<file path="src/rtl/l2_arbiter.sv">
// ---------------------------------------------------------------------------
// l2_arbiter
//
// Shares the single unified L2 cache port between the L1 instruction cache
// (read-only) and the L1 data cache (read/write), one line transaction at a
// time. Simultaneous misses are resolved round-robin, so neither requester
// ever waits behind more than one foreign transaction. The granted request
// is latched and held stable on the L2 port until l2_resp.
//
// Ports:
//   clk, rst_n                     clock, synchronous active-low reset
//   icache_read, icache_addr       I-cache line read request (held to resp)
//   icache_rdata, icache_resp      line + one-cycle completion to I-cache
//   dcache_read, dcache_write      D-cache read / writeback request
//   dcache_addr, dcache_wdata      D-cache request address / writeback line
//   dcache_rdata, dcache_resp      line + one-cycle completion to D-cache
//   l2_read, l2_write              request strobes to L2
//   l2_addr, l2_wdata              latched address / write line to L2
//   l2_rdata, l2_resp              line + completion pulse from L2
// ---------------------------------------------------------------------------
module l2_arbiter #(
    parameter int ADDR_W = 32,
    parameter int LINE_W = 256
) (
    input  logic              clk,
    input  logic              rst_n,

    input  logic              icache_read,
    input  logic [ADDR_W-1:0] icache_addr,
    output logic [LINE_W-1:0] icache_rdata,
    output logic              icache_resp,

    input  logic              dcache_read,
    input  logic              dcache_write,
    input  logic [ADDR_W-1:0] dcache_addr,
    input  logic [LINE_W-1:0] dcache_wdata,
    output logic [LINE_W-1:0] dcache_rdata,
    output logic              dcache_resp,

    output logic              l2_read,
    output logic              l2_write,
    output logic [ADDR_W-1:0] l2_addr,
    output logic [LINE_W-1:0] l2_wdata,
    input  logic [LINE_W-1:0] l2_rdata,
    input  logic              l2_resp
);

    typedef enum logic [1:0] {
        IDLE    = 2'd0,
        SERVE_I = 2'd1,
        SERVE_D = 2'd2
    } state_t;

    state_t            state;
    logic              last_grant_d;   // 1: D-cache was granted last, 0: I-cache
    logic [ADDR_W-1:0] req_addr;
    logic [LINE_W-1:0] req_wdata;
    logic              req_is_write;
    logic              l2_read_q;
    logic              l2_write_q;

    logic              i_pend;
    logic              d_pend;
    logic              grant_d;
    logic              serving;

    // Arbitration: D wins when it is the only one pending, or on a tie when
    // the I-cache was granted last.
    always_comb begin
        i_pend  = icache_read;
        d_pend  = dcache_read | dcache_write;
        grant_d = d_pend & (~i_pend | ~last_grant_d);
    end

    // NOTE: sequential state uses non-blocking assignments only, so every
    // register samples the pre-edge value of every other register.
    always_ff @(posedge clk) begin
        if (!rst_n) begin
            // Abandons any in-flight transaction: the strobe drops and no
            // resp can follow, because resp is decoded from the SERVE states.
            state        <= IDLE;
            last_grant_d <= 1'b0;
            req_addr     <= '0;
            req_wdata    <= '0;
            req_is_write <= 1'b0;
            l2_read_q    <= 1'b0;
            l2_write_q   <= 1'b0;
        end else begin
            // NOTE: the default arm sends unused encodings back to IDLE, and
            // every arm assigns only what it means to change.
            case (state)
                IDLE: begin
                    if (i_pend || d_pend) begin
                        if (grant_d) begin
                            state        <= SERVE_D;
                            last_grant_d <= 1'b1;
                            req_addr     <= dcache_addr;
                            req_wdata    <= dcache_wdata;
                            // Write takes precedence when both strobes are high.
                            req_is_write <= dcache_write;
                            l2_read_q    <= ~dcache_write;
                            l2_write_q   <= dcache_write;
                        end else begin
                            state        <= SERVE_I;
                            last_grant_d <= 1'b0;
                            req_addr     <= icache_addr;
                            req_wdata    <= '0;
                            req_is_write <= 1'b0;
                            l2_read_q    <= 1'b1;
                            l2_write_q   <= 1'b0;
                        end
                    end
                end
                SERVE_I, SERVE_D: begin
                    // Requester inputs are deliberately not looked at here.
                    if (l2_resp) begin
                        state      <= IDLE;
                        l2_read_q  <= 1'b0;
                        l2_write_q <= 1'b0;
                    end
                end
                default: begin
                    state      <= IDLE;
                    l2_read_q  <= 1'b0;
                    l2_write_q <= 1'b0;
                end
            endcase
        end
    end

    assign serving  = (state == SERVE_I) || (state == SERVE_D);

    assign l2_read  = l2_read_q;
    assign l2_write = l2_write_q;
    assign l2_addr  = serving ? req_addr  : '0;
    assign l2_wdata = serving ? req_wdata : '0;

    // Completion is passed straight through so the L1 sees it in the same
    // cycle as the L2.
    assign icache_resp  = (state == SERVE_I) & l2_resp;
    assign dcache_resp  = (state == SERVE_D) & l2_resp;
    assign icache_rdata = l2_rdata;
    assign dcache_rdata = l2_rdata;

endmodule

</file>
<file path="config.mk">
export PLATFORM = sky130hd
export DESIGN_NAME = l2_arbiter
export DESIGN_NICKNAME = d
export VERILOG_FILES = /design/src/rtl/l2_arbiter.sv
export SDC_FILE = /design/constraint.sdc
export NUM_CORES = 1
export LEC_CHECK = 0
export ABC_CLOCK_PERIOD_IN_PS = 2200
export BUFFER_PORTS_ARGS = -buffer_cell sky130_fd_sc_hd__buf_2
export CAP_MARGIN = 5
export CORE_AREA = 2 2 541 543
export DETAILED_ROUTE_END_ITERATION = 10
export DIE_AREA = 0 0 543 545
export SKIP_LAST_GASP = 1
export SLEW_MARGIN = 25
export SYNTH_ARGS = -nofsm -noshare
export SYNTH_HDL_FRONTEND = slang
export SYNTH_SLANG_ARGS = --single-unit
</file>
<file path="constraint.sdc">
create_clock -name clk -period 2.2 [get_ports clk]
set_input_delay 0.11 -clock clk [delete_from_list [all_inputs] [get_ports clk]]
set_output_delay 0.11 -clock clk [all_outputs]
set_load 0.02 [all_outputs]
</file>
==> metrics.yaml, run 1 <==
run_status:
  outcome: "finished, violations left"
  violations: "setup timing"
logic_synthesis:
  synth_edf_count: 0
  avgSynthCellArea_um2: 8.46
  synth_xor_area_share_pct: 0
  syn_nets: 2510
  synth_cell_types: 26
  synth-seq-cells: 293
  yosys-top-cells-count: "527 x buf_4, 293 x dfxtp_1, 290 x and2_1"
  yosysWarningCount: 0
  synth_fa_ha_area_share_pct: 0.231
  synthSimpleGateAreaFrac_pct: 18.8
  syn_inst: 1925
  synth_top_area_share_pct: 36.0
  synth.area.top_cells: "dfxtp_1 36%, buf_4 24%, a32oi_1 14%, and2_1 11%, nor2_1 5.9%"
  synth_top_family_by_area: "buffers and inverters"
  yosysMostFrequentCell: "buf_4"
  synth_mux_area_share_pct: 0
  ys_seq_area_share_pct: 36.0
  synthArstFlopShare_pct: 0
  syn_area_um2: 16300
  synthFlopType: "dfxtp_1"
  synth_compound_area_share_pct: 16.7
  yosysTopAreaCell: "dfxtp_1"
place:
  port_buffers: 617
  hpwl_um: 179000
  gp_congestion: 0.882
sta:
  fin_skew_ns: 0.0206
  max_freq_mhz: 439
  fin_crit_sh_pct: 104
  finalMaxSlewViolations: 0
  fin_ws_ns: -0.0784
  rsz0062_at_grt: "true"
  worstMarginPinSlew_ns: 0.810
  final-setup-viol-count: 181
  period_minus_slack_ns: 2.28
  max-slew-margin-rel_pct: 46.0
  hold_viol: 0
power:
  ir_drop_v: 0.000563
  p_per_area_nw_per_um2: 852
  total_power_mw: 23.9
  leakage_nw: 10.6
global_routing:
  grt_pass1_wl_um: 238000
  antenna_found_initial: 131
  grt_overflow: 0
  groute.usage.overall_pct: 13.2
  grt_max_degree: 104
  grt_pass1_vias: 16000
routing:
  met3_length_um: 54100
  viasPerCell: 2.74
  top_layer: "met5"
  dr.pass1.iters: 9
  num_vias: 17300
  antenna_left: 0
  wl_met1_um: 56200
  drc: 0
  wl_met2_um: 83500
  routedWlPerCell_um: 33.2
  wirelength_um: 209000
  drtIter0Drc: 1864
finish:
  finalCoreUtilization_pct: 9.68
  area_delta_synth_final_pct: 72.4
  nets: 2925
  drive_gt1_share_pct: 37.5
worst_setup_path:
  start_kind: "flip-flop"
  worst-setup-path-type: "reg -> out"
  r2r-start: "last_grant_d"
  startpoint: "state[1]"
  critical_path_arrival_ns: 2.17
  required_ns: 2.09
  end_kind: "output port"
  crit_fanout: 8
clock_tree:
  cts-root-buf: "clkbuf_16"
  clk_pin_slew_worst_paths_ns: 0.06
  cts_sinks: 293
  htreeDepth: 2
  cts_buffers: 42
  clockBufferDepth: 3
  insertion_delay_ns: 0.66
  cts_tree: "yes"
die:
  ios: 1386
  die_area_um2: 296000
  start_util_pct: 5.61
  fp-row-count: 198
  core_um2: 290000
  die_h_um: 545
  die-width_um: 543
flow_run:
  cap_violations: 0
hold_path:
  min_path_type: "in -> reg"
  min-delay-start: "icache_read"
[stage by stage]
step | TNS, ns | worst slack, ns | hold WS, ns | instance area, um2 | cells
2_1_floorplan | 0 | 0.567 | 0.262 | 16300 | 1925
3_3_place_gp | 0 | 0.256 | 0.220 | 21000 | 5806
3_5_place_dp | 0 | 0.230 | 0.220 | 21100 | 5807
4_1_cts | -23.85 | -0.183 | 0.00214 | 26800 | 6250
5_1_grt | -28.00 | -0.157 | 0.0684 | 28000 | 6283
6_report | -5.98 | -0.0784 | 0.0825 | 28100 | 6308
[worst paths after layout]
kind / slack, ns / cells past startpoint / end
worst max register to register: 0.12 / 6 / req_addr[20]
worst max-delay path: -0.08 / 7 / l2_wdata[160]
worst min register to register: 0.47 / 2 / l2_write
worst min-delay path: 0.08 / 4 / l2_read
[critical path, stage by stage, from the launching register on]
cell and delay [ns]:
dfxtp_2 0.34, inv_2 0.05, ha_4 0.36, buf_16 0.18, buf_12 0.15, clkbuf_16 0.16
and2_4 0.14, buf_6 0.11
[cells by family after synthesis]
kind of cell	after synthesis
compound gates	331
fa+ha+maj	3
simple gates	620
flops	293
buf+inv	678
[final cells by class]
class	instances	area [um2]
flip-flops and latches	293	5870
clock buffers	53	1160
fillers	33600	262000
diodes	35	87.6
multi-input cells	954	6120
well taps	3900	4880
clock inverters	24	323
inverters	3	18.8
repair buffers	1046	9620
[cells in the final DEF (no fill, tap or decap), types with 2 or more instances in the layout]
| cell type | n |
|---|---|
| clkinv_2 | 5 |
| clkinvlp_4 | 3 |
| a32oi_1 | 256 |
| buf_4 | 43 |
| clkbuf_8 | 5 |
| diode_2 | 35 |
| dfxtp_2 | 2 |
| buf_12 | 78 |
| o21ai_0 | 32 |
| inv_8 | 4 |
| buf_16 | 14 |
| dfxtp_1 | 291 |
| and2_1 | 181 |
| nor2_1 | 256 |
| dlygate4sd3_1 | 349 |
| clkbuf_1 | 5 |
| inv_6 | 3 |
| nand2_1 | 72 |
| clkbuf_4 | 11 |
| ha_1 | 2 |
| clkinv_4 | 4 |
| inv_2 | 2 |
| a31oi_1 | 32 |
| o32ai_1 | 3 |
| and2_4 | 108 |
| bufinv_16 | 6 |
| buf_2 | 413 |
| clkbuf_16 | 54 |
| buf_6 | 127 |
[per-layer routing]
metal | GRT usage [%] | vias to the layer above
met5 | 2.14 | -
li1 | - | 6948
met1 | 10.2 | 7828
met3 | 15.9 | 602
met2 | 18.5 | 1866
met4 | 7.49 | 24
[power breakdown]
group	switching, mW	total, mW	leakage, nW	internal [mW]
Sequential	0.919	6.98	2.41	6.06
Clock	3.13	7.63	0.725	4.49
Combinational	5.26	9.32	7.43	4.06
Total	9.32	23.9	10.6	14.6
[repair_timing]
item,in CTS,in global routing
buffers inserted,9,8
endpoints found under the hold margin,292,0
pin swaps,2,23
resized for setup,150,315
hold buffers,349,0
setup endpoints to repair,287,294
cloned,8,15
[sequential cells by signal (all words and copies together) (netlist names)]
signal,count
req_wdata,256
l2_write,1
last_grant_d,1
l2_read,1
state,2
req_addr,32
No activity file was read; power rests on OpenSTA's default activity.
==> inputs of run 2 (changes only) <==
--- a/config.mk
+++ b/config.mk
@@ -8,10 +8,12 @@
 export ABC_CLOCK_PERIOD_IN_PS = 2200
 export BUFFER_PORTS_ARGS = -buffer_cell sky130_fd_sc_hd__buf_2
 export CAP_MARGIN = 5
-export CORE_AREA = 2 2 541 543
+export CELL_PAD_IN_SITES_DETAIL_PLACEMENT = 0
+export CELL_PAD_IN_SITES_GLOBAL_PLACEMENT = 1
+export CORE_AREA = 2 2 539 541
 export DETAILED_ROUTE_END_ITERATION = 10
-export DIE_AREA = 0 0 543 545
-export SKIP_LAST_GASP = 1
+export DIE_AREA = 0 0 541 543
+export PLACE_DENSITY_LB_ADDON = 0.08
 export SLEW_MARGIN = 25
 export SYNTH_ARGS = -nofsm -noshare
 export SYNTH_HDL_FRONTEND = slang
==> run 2 against run 1 <==
Die area is 0.73% lower. The flow still finishes with violations (setup timing). Final cell count is 2.3% lower. Sequential power is 6.4% lower. Combinational power is 21% lower. Non-clock buffer count is 21 lower. Register-to-register slack worse by 0.04 ns.
==> metrics.yaml, run 2 (same netlist as run 1, synthesis figures left out) <==
global_routing:
  grt_max_degree: 84  # -19%
  grt_pass1_wl_um: 161000  # -32%
  groute.usage.overall_pct: 8.01  # -5.1 points
  grt_pass1_vias: 17000  # +6.5%
  grt_overflow: 0  # unchanged
  antenna_found_initial: 40  # -69%
place:
  gp_congestion: 0.692  # -22%
  hpwl_um: 95500  # -47%
  port_buffers: 617  # unchanged
worst_setup_path:
  r2r-start: "state[1]"
  start_kind: "flip-flop"
  endpoint: "l2_wdata[45]"
  rr_worst_depth: 7  # +1
  worst-setup-path-type: "reg -> out"
  slowest_delay_ns: 0.33  # -0.03 ns
  end_kind: "output port"
  critical_path_arrival_ns: 2.18  # about the same
  path_cells: "inv_2 -> ha_4 -> buf_12 -> and2_1 -> buf_2"
  r2r_end: "req_wdata[184]"
  r2r_slack_ns: 0.08  # -0.04 ns
  cp_slowest_cell: "dfxtp_2"
  startpoint: "state[1]"
  crit_fanout: 83  # +75
  required_ns: 2.09  # about the same
finish:
  mostFrequentLayoutCell: "buf_2"
  nFillCells: 33600  # +0.12%
  reg_top3: "req_wdata x256, req_addr x32, state x2"
  area_delta_synth_final_pct: 59.8
  final_cell_mix: "529 x buf_2, 341 x dlygate4sd3_1, 291 x dfxtp_1"
  largest_reg_flops: 256  # unchanged
  drive_gt1_share_pct: 33.7  # -3.8 points
  max_flop_register: "req_wdata"
  nets: 2912  # -0.44%
die:
  ios: 1386  # unchanged
  core_um2: 287000  # -0.93%
  die_h_um: 543  # -0.37%
  fp-row-count: 197  # -0.51%
  die-width_um: 541  # -0.37%
  die_area_um2: 294000  # -0.73%
  start_util_pct: 5.67  # +0.053 points
clock_tree:
  cts_tree: "yes"
  cts_buffers: 50  # +19%
  clk_pin_slew_worst_paths_ns: 0.06  # about the same
  clockBufferDepth: 3  # unchanged
  htreeDepth: 2  # unchanged
  cts_sinks: 293  # unchanged
  cts-root-buf: "clkbuf_16"
  insertion_delay_ns: 0.65  # about the same
run_status:
  outcome: "finished, violations left"
  violations: "setup timing"
power:
  p_per_area_nw_per_um2: 837  # -1.8%
  swShare_pct: 37.5  # -1.5 points
  switchingPower_mw: 8.16  # -12%
  seqPwrFrac_pct: 30.0  # +0.8 points
  leakage_nw: 10.0  # -5.2%
  ir_drop_v: 0.000529  # -6.1%
  internal-power_mw: 13.6  # -6.8%
  total_power_mw: 21.8  # -9.0%
  p_comb_share_pct: 33.7  # -5.2 points
  clockPowerShare_pct: 36.4  # +4.5 points
routing:
  wirelength_um: 122000  # -42%
  routedWlPerCell_um: 19.8  # -40%
  num_vias: 15600  # -9.8%
  dr.pass1.iters: 5  # -4
  antenna_left: 0  # unchanged
  drc: 0  # unchanged
  drtIter0Drc: 638  # -66%
  viasPerCell: 2.53  # -7.7%
sta:
  final-setup-viol-count: 211  # +17%
  max-slew-margin-rel_pct: 57.2  # +11 points
  fin_crit_sh_pct: 104  # +0.38 points
  fin_skew_ns: 0.0196  # -0.000982 ns
  max_freq_mhz: 437  # -0.36%
  worstMarginPinSlew_ns: 0.642  # -0.167 ns
  timing.hold.ws_ns: 0.159  # +0.0761 ns
  hold_viol: 0  # unchanged
  period_minus_slack_ns: 2.29  # +0.00826 ns
  finalMaxSlewViolations: 0  # unchanged
  rsz0062_at_grt: "true"
  fin_ws_ns: -0.0866  # -0.00826 ns
flow_run:
  cap_violations: 0  # unchanged
hold_path:
  min_path_type: "in -> reg"
-- run 2: cell count changes in the layout (fill, tap and decap cells not counted), sizes merged --
cell         before  now
clkinv            9   10
dlygate4sd3     349  341
bufbuf            0    1
clkbuf           75   78
clkinvlp          3    2
buf             675  679
bufinv            6    1
inv               9    5
diode            35   18
-- run 2: power by group through the flow --
| stage | Sequential, mW | Combinational, mW | Clock [mW] |
|---|---|---|---|
| global route | 6.62 | 8.05 | 8.58 |
| finish | 6.53 | 7.33 | 7.92 |
| CTS | 6.54 | 7.56 | 8.49 |
| floorplan | 6.40 | 4.88 | 0 |
| global placement | 6.65 | 6.47 | 0 |
| detailed placement | 6.62 | 6.44 | 0 |
-- run 2: critical path: cells and delay by family, from the launching register on --
family | cells | cell delay, ns
DFF | 1 | 0.33
adders and majority gates | 1 | 0.32
buffers and inverters | 3 | 0.52
and+or+nand+nor | 1 | 0.21
-- run 2: what timing repair did --
| action | CTS | global route |
|---|---|---|
| buffers inserted | 8 | 0 |
| endpoints found under the setup margin | 288 | 292 |
| pin swaps | 10 | 0 |
| cloned | 4 | 0 |
| hold endpoints to repair | 293 | 0 |
| resized for setup | 117 | 88 |
| hold buffers | 341 | 0 |
-- run 2: worst min-delay path by stage --
stage                          from                end  slack (ns)  cells after the start
floorplan           dcache_addr[10]       req_addr[10]        0.26                      2
global placement      l2_rdata[183]  dcache_rdata[183]        0.22                      0
detailed placement    l2_rdata[183]  dcache_rdata[183]        0.22                      0
CTS                     icache_read            l2_read        0.08                      4
global route            dcache_read        req_addr[8]        0.15                      4
finish                  dcache_read        req_addr[7]        0.16                      4
-- run 2: layout make-up --
cell class	instances	area [um2]	area share, %
Timing Repair Buffer	1025	7870	30.2
Antenna cell	18	45.0	0.173
Multi-Input combinational cell	954	5910	22.7
Clock inverter	15	124	0.476
Clock buffer	74	1460	5.62
Tap cell	3781	4730	18.2
Sequential cell	293	5870	22.5
Inverter	3	18.8	0.0721
-- run 2: routing by layer --
| layer | global-route usage (%) | part of all wire [%] |
|---|---|---|
| met1 | 7.73 | 34 |
| met5 | 0 | 0.20 |
| met4 | 3.93 | 4.9 |
| met3 | 4.02 | 11 |
| met2 | 14.1 | 49 |
-- run 2: through the flow --
step / setup WS, ns / cell area [um2] / util (%) / cells / TNS, ns
global placement: 0.292 / 20200 / 7.04 / 5703 / 0
global route: -0.246 / 26000 / 9.05 / 6158 / -52.93
floorplan: 0.567 / 16300 / - / 1925 / 0
detailed placement: 0.282 / 20300 / 7.05 / 5704 / 0
CTS: -0.249 / 25800 / 8.97 / 6145 / -46.11
finish: -0.0866 / 26000 / 9.05 / 6163 / -6.38
==> inputs of run 3 (changes only) <==
--- a/config.mk
+++ b/config.mk
@@ -5,14 +5,14 @@
 export SDC_FILE = /design/constraint.sdc
 export NUM_CORES = 1
 export LEC_CHECK = 0
-export ABC_CLOCK_PERIOD_IN_PS = 2200
+export ABC_AREA = 1
 export BUFFER_PORTS_ARGS = -buffer_cell sky130_fd_sc_hd__buf_2
 export CAP_MARGIN = 5
 export CELL_PAD_IN_SITES_DETAIL_PLACEMENT = 0
 export CELL_PAD_IN_SITES_GLOBAL_PLACEMENT = 1
-export CORE_AREA = 2 2 539 541
+export CORE_AREA = 2 2 544 546
 export DETAILED_ROUTE_END_ITERATION = 10
-export DIE_AREA = 0 0 541 543
+export DIE_AREA = 0 0 546 548
 export PLACE_DENSITY_LB_ADDON = 0.08
 export SLEW_MARGIN = 25
 export SYNTH_ARGS = -nofsm -noshare
==> run 3 against run 2 <==
The run still ends with setup timing left. Routed wire length is 8.8% higher. Utilization is 1.9 points higher. Sequential share of layout area is 4.2 points lower. Worst setup slack worse by 0.057 ns. Sequential cell count stayed put. Combinational power is 42% higher. Power is 22% higher. Critical path depth is 5 higher. Count of clock-buffer cells in the layout is 13 higher. Register-to-register slack better by 0.06 ns. First-iteration DRC count is 20% lower. Clock skew is 0.038 ns higher. Largest power group is now combinational cells.
==> metrics.yaml, run 3 <==
logic_synthesis:
  syn_nets: 3137  # +25%
  yosysWarningCount: 0  # unchanged
  synth_top_family_by_area: "buffers and inverters"
  synth_cell_types: 18  # -31%
  yosysTopAreaCell: "dfxtp_1"
  yosysMostFrequentCell: "nand2_1"
  synth_top_area_share_pct: 34.6  # -1.4 points
  synth-seq-cells: 293  # unchanged
  synth_compound_area_share_pct: 8.73  # -7.9 points
  synth_mux_area_share_pct: 0  # unchanged
  synth_fa_ha_area_share_pct: 0.222  # -0.0090 points
  synth_xor_area_share_pct: 0  # unchanged
  synthArstFlopShare_pct: 0  # unchanged
  syn_inst: 2552  # +33%
  synth.area.top_cells: "dfxtp_1 35%, buf_4 24%, nand2_1 19%, a21oi_1 8.6%, inv_1 8.0%"
  synth_edf_count: 0  # unchanged
  yosys-top-cells-count: "876 x nand2_1, 536 x buf_4, 362 x inv_1"
  synthFlopType: "dfxtp_1"
  syn_area_um2: 16900  # +4.1%
  ys_seq_area_share_pct: 34.6  # -1.4 points
  synthSimpleGateAreaFrac_pct: 21.7  # +2.9 points
  avgSynthCellArea_um2: 6.64  # -22%
die:
  die_h_um: 548  # +0.92%
  fp-row-count: 199  # +1.0%
  die_area_um2: 299000  # +1.9%
  die-width_um: 546  # +0.92%
  core_um2: 293000  # +2.0%
  ios: 1386  # unchanged
  start_util_pct: 5.78  # +0.12 points
global_routing:
  grt_pass1_vias: 19000  # +12%
  grt_overflow: 0  # unchanged
  groute.usage.overall_pct: 8.52  # +0.51 points
  antenna_found_initial: 41  # +2.5%
  grt_pass1_wl_um: 176000  # +8.8%
  grt_max_degree: 47  # -44%
finish:
  drive_gt1_share_pct: 45.0  # +11 points
  reg_top3: "req_wdata x256, req_addr x32, state x2"
  largest_reg_flops: 256  # unchanged
  mostFrequentLayoutCell: "nand2_1"
  final_cell_mix: "616 x nand2_1, 330 x buf_2, 328 x dlygate4sd3_1"
  nets: 3637  # +25%
  max_flop_register: "req_wdata"
  area_delta_synth_final_pct: 88.7
sta:
  max-slew-margin-rel_pct: 66.0  # +8.8 points
  rsz0062_at_grt: "true"
  period_minus_slack_ns: 2.34  # +0.0566 ns
  fin_crit_sh_pct: 107  # +2.6 points
  fin_ws_ns: -0.143  # -0.0566 ns
  finalMaxSlewViolations: 0  # unchanged
  worstMarginPinSlew_ns: 0.510  # -0.132 ns
  final-setup-viol-count: 237  # +12%
  max_freq_mhz: 427  # -2.4%
  hold_viol: 0  # unchanged
  fin_skew_ns: 0.0580  # +0.0384 ns
worst_setup_path:
  crit_path_frequent_cell: "buf_12"
  critical_path_arrival_ns: 2.23  # +0.05 ns
  cp_slowest_cell: "dfxtp_2"
  path_cells: "inv_2 -> ha_4 -> buf_12 -> buf_4 -> buf_12 -> buf_12 -> buf_16 -> nand2_2 -> inv_1 -> buf_6"
  slowest_delay_ns: 0.34  # about the same
  start_kind: "flip-flop"
  required_ns: 2.09  # about the same
  end_kind: "output port"
  crit_fanout: 5  # -94%
  worst-setup-path-type: "reg -> out"
  r2r_slack_ns: 0.14  # +0.06 ns
  critPathTopFamily: "buffers and inverters"
  crit_buf_inv: 8  # +5
place:
  port_buffers: 617  # unchanged
  gp_congestion: 0.663  # -4.1%
  pre_cts_ws_ns: 0.189  # -0.0935 ns
  hpwl_um: 98200  # +2.8%
routing:
  drtIter0Drc: 509  # -20%
  routedWlPerCell_um: 18.9  # -4.6%
  dr.pass1.iters: 4  # -1
  drc: 0  # unchanged
  num_vias: 17200  # +11%
  viasPerCell: 2.45  # -3.0%
  antenna_left: 0  # unchanged
  wirelength_um: 133000  # +8.8%
clock_tree:
  cts_sinks: 293  # unchanged
  clockBufferDepth: 3  # unchanged
  cts-root-buf: "clkbuf_16"
  cts_buffers: 54  # +8.0%
  htreeDepth: 2  # unchanged
  clk_pin_slew_worst_paths_ns: 0.06  # about the same
  insertion_delay_ns: 0.73  # +0.08 ns
  cts_tree: "yes"
power:
  switchingPower_mw: 10.5  # +28%
  p_comb_share_pct: 39.4  # +5.7 points
  leakage_nw: 15.7  # +56%
  swShare_pct: 39.6  # +2.2 points
  internal-power_mw: 16.0  # +17%
  p_per_area_nw_per_um2: 828  # -1.1%
  clockPowerShare_pct: 35.0  # -1.4 points
  total_power_mw: 26.5  # +22%
  ir_drop_v: 0.000713  # +35%
  seqPwrFrac_pct: 25.6  # -4.4 points
run_status:
  outcome: "finished, violations left"
  violations: "setup timing"
flow_run:
  cap_violations: 0  # unchanged
hold_path:
  min_path_type: "in -> reg"
## run 3: final timing paths
check                      start  cells past startpoint        endpoint
setup / recovery        state[0]                     10      l2_addr[5]
hold / removal       icache_read                      6        l2_write
setup reg to reg        state[0]                      9     req_addr[8]
hold reg to reg   req_wdata[187]                      2  req_wdata[187]
## run 3: worst min-delay path, stage by stage
cell and delay [ns]:
buf_2 0.11, inv_1 0.11, nand3_1 0.12, nand2_1 0.14, nand2_1 0.09, a21oi_1 0.05
## run 3: power groups by stage
stage	clock, mW	sequential [mW]	combinational, mW
2_1_floorplan	0	6.33	4.40
3_3_place_gp	0	6.66	6.41
3_5_place_dp	0	6.64	6.38
4_1_cts	9.99	6.68	10.0
5_1_grt	10.1	6.89	11.4
6_report	9.26	6.78	10.4
## run 3: through the flow
| stage | TNS, ns | instances | cell area [um2] | util, % | hold slack, ns |
|---|---|---|---|---|---|
| 2_1_floorplan | 0 | 2552 | 16900 | - | 0.230 |
| 3_3_place_gp | 0 | 6522 | 21500 | 7.32 | 0.220 |
| 3_5_place_dp | 0 | 6522 | 21500 | 7.32 | 0.220 |
| 4_1_cts | -69.41 | 7003 | 30200 | 10.3 | 0.0250 |
| 5_1_grt | -69.62 | 7027 | 32000 | 10.9 | 0.0942 |
| 6_report | -18.04 | 7031 | 32000 | 10.9 | 0.115 |
## run 3: kinds of logic (layout without fill, tap and decap cells)
family                   count (synthesis)  count (layout)
buffers and inverters                 1010            1556
AND/OR/NAND/NOR                        952             952
AO/OA/AOI/OAI                          294             294
flip-flops                             293             293
adder cells (fa/ha/maj)                  3               3
other                                    0              14
## run 3: what timing repair did
item                                   CTS  global route
setup endpoints to repair              288           306
hold buffers                           328             0
resized for setup                      991           574
cloned                                  19            10
buffers inserted                        35            23
pin swaps                              101            84
endpoints found under the hold margin  292             0
## run 3: final cells by class
class                   instances  area [um2]
well taps                    3919        4900
diodes                         14        35.0
clock inverters                15         214
fillers                     34300      261000
clock buffers                  87        1650
multi-input cells            1249        7140
inverters                     362        1490
repair buffers               1092       10700
flip-flops and latches        293        5870
## run 3: metal layers
layer | global-route usage [%] | share of wire (%) | up-vias | wire length (um)
met3 | 2.78 | 8.1 | 385 | 10700
met4 | 4.70 | 6.0 | 20 | 7980
met2 | 13.3 | 44 | 787 | 58600
met5 | 0.158 | 0.13 | - | 172
li1 | - | - | 8153 | -
met1 | 10.2 | 42 | 7892 | 55400
